==> src/rtl/retire_trace_fifo.sv <==
// rtl/retire_trace_fifo.sv - retirement trace capture FIFO with valid/ready record stream
//
// Passively watches the memory-to-writeback handshake. It stamps every retired
// instruction with a free-running cycle count, buffers the record, and streams
// it to a trace sink.
//
// Optional build macro: RETIRE_TRACE_FILTER_EN adds an opcode match filter.
//
// Ports:
//   clk, rst          core clock; asynchronous active-low reset
//   enable            capture enable (draining and the cycle counter keep running)
//   mon_tvalid/tready monitored writeback handshake (inputs only, never driven)
//   mon_pc/opcode/rd  retiring instruction fields
//   mon_data          result written back
//   filter_opcode     (RETIRE_TRACE_FILTER_EN) opcode to match
//   filter_mask       (RETIRE_TRACE_FILTER_EN) bits of the opcode that take part in the match
//   trace_tvalid      head record available
//   trace_tready      sink accepts the head record
//   trace_tdata       {cycle, pc, opcode, rd, data}, MSB first
//   level             current FIFO occupancy
//   drop_count        records lost to overflow, saturating

module retire_trace_fifo #(
   parameter int DEPTH       = 16,
   parameter int DATA_WIDTH  = 32,
   parameter int CYCLE_WIDTH = 32
) (
   input  logic                              clk,
   input  logic                              rst,
   input  logic                              enable,
   input  logic                              mon_tvalid,
   input  logic                              mon_tready,
   input  logic [31:0]                       mon_pc,
   input  logic [6:0]                        mon_opcode,
   input  logic [4:0]                        mon_rd,
   input  logic [DATA_WIDTH-1:0]             mon_data,
`ifdef RETIRE_TRACE_FILTER_EN
   input  logic [6:0]                        filter_opcode,
   input  logic [6:0]                        filter_mask,
`endif
   output logic                              trace_tvalid,
   input  logic                              trace_tready,
   output logic [CYCLE_WIDTH+44+DATA_WIDTH-1:0] trace_tdata,
   output logic [$clog2(DEPTH):0]            level,
   output logic [15:0]                       drop_count
);

   localparam int AW = $clog2(DEPTH);
   localparam int LW = AW + 1;
   localparam int RW = CYCLE_WIDTH + 44 + DATA_WIDTH;
   localparam logic [LW-1:0] DEPTH_L = LW'(DEPTH);

   logic [CYCLE_WIDTH-1:0] cycle_q, cycle_d;
   logic [AW-1:0]          wr_ptr_q, wr_ptr_d;
   logic [AW-1:0]          rd_ptr_q, rd_ptr_d;
   logic [LW-1:0]          level_q, level_d;
   logic [15:0]            drop_q, drop_d;

   // Record storage is not reset: the level register alone decides which
   // entries are live, so stale contents after a reset are never shown.
   logic [RW-1:0]          mem_q [DEPTH];

   logic          filter_hit;
   logic          capture;
   logic          pop;
   logic          full;
   logic          push;
   logic          drop;
   logic [RW-1:0] rec;

`ifdef RETIRE_TRACE_FILTER_EN
   assign filter_hit = ((mon_opcode & filter_mask) == (filter_opcode & filter_mask));
`else
   assign filter_hit = 1'b1;
`endif

   always_comb begin
      capture = enable & mon_tvalid & mon_tready & filter_hit;
      pop     = (level_q != '0) & trace_tready;
      full    = (level_q == DEPTH_L);
      // A pop in the same cycle frees the slot, so a full FIFO can still
      // accept; an empty FIFO never pops, so capture always wins there.
      push    = capture & (~full | pop);
      drop    = capture & ~push;
      rec     = {cycle_q, mon_pc, mon_opcode, mon_rd, mon_data};

      cycle_d  = cycle_q + CYCLE_WIDTH'(1);
      wr_ptr_d = push ? wr_ptr_q + AW'(1) : wr_ptr_q;
      rd_ptr_d = pop  ? rd_ptr_q + AW'(1) : rd_ptr_q;

      level_d = level_q;
      case ({push, pop})
         2'b10:   level_d = level_q + LW'(1);
         2'b01:   level_d = level_q - LW'(1);
         default: level_d = level_q;
      endcase

      drop_d = drop_q;
      if (drop && (drop_q != 16'hFFFF)) begin
         drop_d = drop_q + 16'd1;
      end
   end

   always_ff @(posedge clk or negedge rst) begin
      if (!rst) begin
         cycle_q  <= '0;
         wr_ptr_q <= '0;
         rd_ptr_q <= '0;
         level_q  <= '0;
         drop_q   <= '0;
      end else begin
         cycle_q  <= cycle_d;
         wr_ptr_q <= wr_ptr_d;
         rd_ptr_q <= rd_ptr_d;
         level_q  <= level_d;
         drop_q   <= drop_d;
      end
   end

   always_ff @(posedge clk) begin
      if (push) begin
         mem_q[wr_ptr_q] <= rec;
      end
   end

   // Output is gated by the async-reset level so the record bus reads zero
   // immediately on reset and whenever nothing is buffered. The head entry
   // only changes on a pop, which keeps tdata stable under backpressure.
   assign trace_tvalid = (level_q != '0);
   assign trace_tdata  = trace_tvalid ? mem_q[rd_ptr_q] : '0;
   assign level        = level_q;
   assign drop_count   = drop_q;

endmodule

==> config.mk <==
export PLATFORM = sky130hd
export DESIGN_NAME = retire_trace_fifo
export DESIGN_NICKNAME = d
export VERILOG_FILES = /design/src/rtl/retire_trace_fifo.sv
export SDC_FILE = /design/constraint.sdc
export NUM_CORES = 2
export LEC_CHECK = 0
export BUFFER_PORTS_ARGS = -buffer_cell sky130_fd_sc_hd__buf_4
export CORE_ASPECT_RATIO = 2
export CORE_UTILIZATION = 25
export CTS_CLUSTER_SIZE = 12
export DETAILED_ROUTE_END_ITERATION = 7
export GPL_ROUTABILITY_DRIVEN = 0
export PLACE_DENSITY = 0.43
export SYNTH_ARGS = -nofsm -noshare
export SYNTH_HDL_FRONTEND = slang
export SYNTH_SLANG_ARGS = --single-unit
==> constraint.sdc <==
create_clock -name clk -period 4.6 [get_ports clk]
set_clock_uncertainty 0.05 [all_clocks]
set_input_delay 0 -clock clk [delete_from_list [all_inputs] [get_ports clk]]
set_output_delay 0 -clock clk [all_outputs]
set_load 0.02 [all_outputs]
==> impl_metrics.toml <==
[cells_and_area]
final_cell_mix = "edfxtp_1 (1728), mux4_2 (432), buf_4 (263)"
final_cells = 7059
final_common_cell = "edfxtp_1"
area_growth_pct = 19.8
nets = 3501
fin_util_pct = 30.1
drive_above_1_share_pct = 28.4

[pwr]
ir_worst_vdd_uv = 430
total_power_mw = 46.7
power_density_mw_per_mm2 = 571
intPower_mw = 32.1
switching_share_pct = 31.3
pwr-share-seq_pct = 39.8
p_switching_mw = 14.6
p_leak_nw = 25.8
clkPwrFrac_pct = 29.6
pwr-share-comb_pct = 30.6

[clock_network]
clk_pin_slew_worst_paths_ns = 0.06
clock_path_buffers = 4
numCtsBuffers = 185
clock-sinks = 1789
htreeDepth = 4
clk_latency_ns = 0.84
tritoncts = "yes"
cts_root_buf = "clkbuf_16"

[die]
die_w_um = 372
start_util_pct = 25.1
die_h_um = 741
num_rows = 271
core_area_mm2 = 0.272
dieArea_mm2 = 0.275
io_pins = 212

[synth]
synth_top_cell_by_area = "edfxtp_1"
yosysSeqAreaShare_pct = 78.2
postSynthAreaPerCell_um2 = 23.5
synthTopCellsByArea = "edfxtp_1 (76%), mux4_2 (14%), mux2i_1 (3.2%), dfrtp_1 (2.2%), o22ai_1 (0.99%)"
synth_top_area_share_pct = 76.0
synth-main-ff-cell = "edfxtp_1"
syn_nets = 3005
synth_cells = 2912
synth_edf_count = 1728
ys_warn_count = 0
async_reset_ff_share_pct = 3.41
ys_ff_latch = 1789
ys_types = 48
syn-cell-area_mm2 = 0.0683

[timing]
final_max_slew_viol_count = 0
worst_pin_slew_ns = 0.978
relSlewSlack_pct = 34.8
hold_viol = 0
setup_tns_ns = 0
setup_viol = 0
finalCritPeriodShare_pct = 88.2
timing.fmax_mhz = 246
fin_crit_ns = 4.06
rsz0062_at_grt = "false"

[placed_design]
dp_hpwl_mm = 103
place_inst = 6620
port_buffers = 211

[detailed_routing]
ant_nets = 0
wl_per_cell_um = 26.0
first_pass_iters = 5
wl_mm = 184
vias_per_cell = 4.47
vias = 31535
dr.first_iter.drc_count = 1983
drc = 0

[worst_hold_path]
min_path_type = "primary input to flip-flop"

[global_routing]
grt_pass1_vias = 35426
grt_overflow = 0
grt_max_degree = 74
track_usage_pct = 13.3
grt_pass1_wl_mm = 262
antenna_found_initial = 10

[critical_path]
cp.required_ns = 4.55
critPathKind = "flip-flop to output pin"
arrival_ns = 4.01
end_kind = "output pin"
setup.worst_path.start_class = "flip-flop"
cp_max_fo = 39

[outcome]
status = "complete, no violations"

[run]
drv_cap = 0
-- synthesized netlist by cell type, types with 2 or more instances --
library cell,number
inv_1,8
nor4_1,4
edfxtp_1,1728
xor2_1,11
mux4_2,432
and3_1,6
o21ai_2,2
a21o_1,3
buf_6,2
o211ai_2,7
dfrtp_1,61
mux2_2,5
nand4_1,18
a211oi_1,2
o2111ai_1,4
buf_2,65
o21ai_1,2
nor3b_1,2
ha_1,10
nand2_1,14
nor3_1,7
and2_1,16
nand2b_1,2
mux2i_1,217
nand3_1,18
buf_1,30
a21oi_1,2
o22ai_1,108
clkbuf_1,44
or4_4,2
xnor2_1,43
and4_1,8
nor2_1,7
buf_4,8
-- metal layers --
metal	up-vias	routed length, um	track usage (%)
met5	-	27	0
met4	4	4170	3.43
met3	231	7010	1.97
met2	631	97400	24.2
met1	17287	75200	16.2
li1	13382	-	-
-- logic make-up after synthesis --
group	share of synthesized area, %
flops	78.2
mux	17.5
buf+inv	1.08
compound gates	1.34
simple gates	0.978
xor+xnor	0.692
fa+ha+maj	0.212
-- path summary, 6_finish.rpt --
| check | start | end | slack (ns) | depth (start not counted) |
|---|---|---|---|---|
| max in group asynchronous | rst | rd_ptr_q[0] | 3.92 | 4 |
| max reg2reg | level[0] | level[4] | 0.76 | 10 |
| min | mon_data[29] | mem_q[13][29] | 0.06 | 2 |
| max | level[0] | trace_tdata[106] | 0.54 | 6 |
| min in group asynchronous | rst | drop_count[12] | 0.20 | 4 |
| min reg2reg | drop_count[15] | drop_count[15] | 0.45 | 1 |
-- stage by stage --
step                worst slack (ns)  area, um^2  hold WS (ns)
global route                   0.224       81800        0.0500
CTS                            0.392       81800       0.00304
finish                         0.543       81800        0.0594
floorplan                      0.376       68300        -0.346
detailed placement              1.31       75000         0.188
global placement                1.33       75000         0.182
-- layout make-up --
| type | instances | area, um^2 |
|---|---|---|
| fillers | 26394 | 190000 |
| flip-flops and latches | 1789 | 53400 |
| multi-input cells | 965 | 14200 |
| clock buffers | 253 | 4990 |
| well taps | 3549 | 4440 |
| repair buffers | 459 | 4410 |
| clock inverters | 32 | 273 |
| inverters | 8 | 30.0 |
| diodes | 4 | 10.0 |
-- worst max-delay path, cell delays in order (launching register included) --
cell      delay [ns]
dfrtp_1         0.47
nor4_1          0.60
nand2_1         0.35
nand2b_4        0.70
buf_12          0.37
o22ai_1         0.32
buf_4           0.28
-- power by group through the flow --
stage | combinational (mW) | clock (mW) | sequential [mW]
after floorplan | 8.96 | 0 | 18.8
after global placement | 14.7 | 0 | 18.9
after detailed placement | 14.7 | 0 | 19.0
after CTS | 14.9 | 14.3 | 18.6
after global routing | 15.4 | 14.8 | 18.6
final | 14.3 | 13.8 | 18.6
-- timing repair --
| action | 4_1_cts | 5_1_grt |
|---|---|---|
| setup endpoints to repair | 0 | 0 |
| hold buffers | 150 | 0 |
| buffers inserted | 0 | 0 |
| gates resized for setup | 0 | 0 |
| endpoints found under the hold margin | 1306 | 0 |
-- flip-flops by register name, indices dropped and copies added (netlist names) --
| name | cells |
|---|---|
| level | 5 |
| mem_q | 1728 |
| rd_ptr_q | 4 |
| drop_count | 16 |
| wr_ptr_q | 4 |
| cycle_q | 32 |
(Power assumes the default switching activity.)
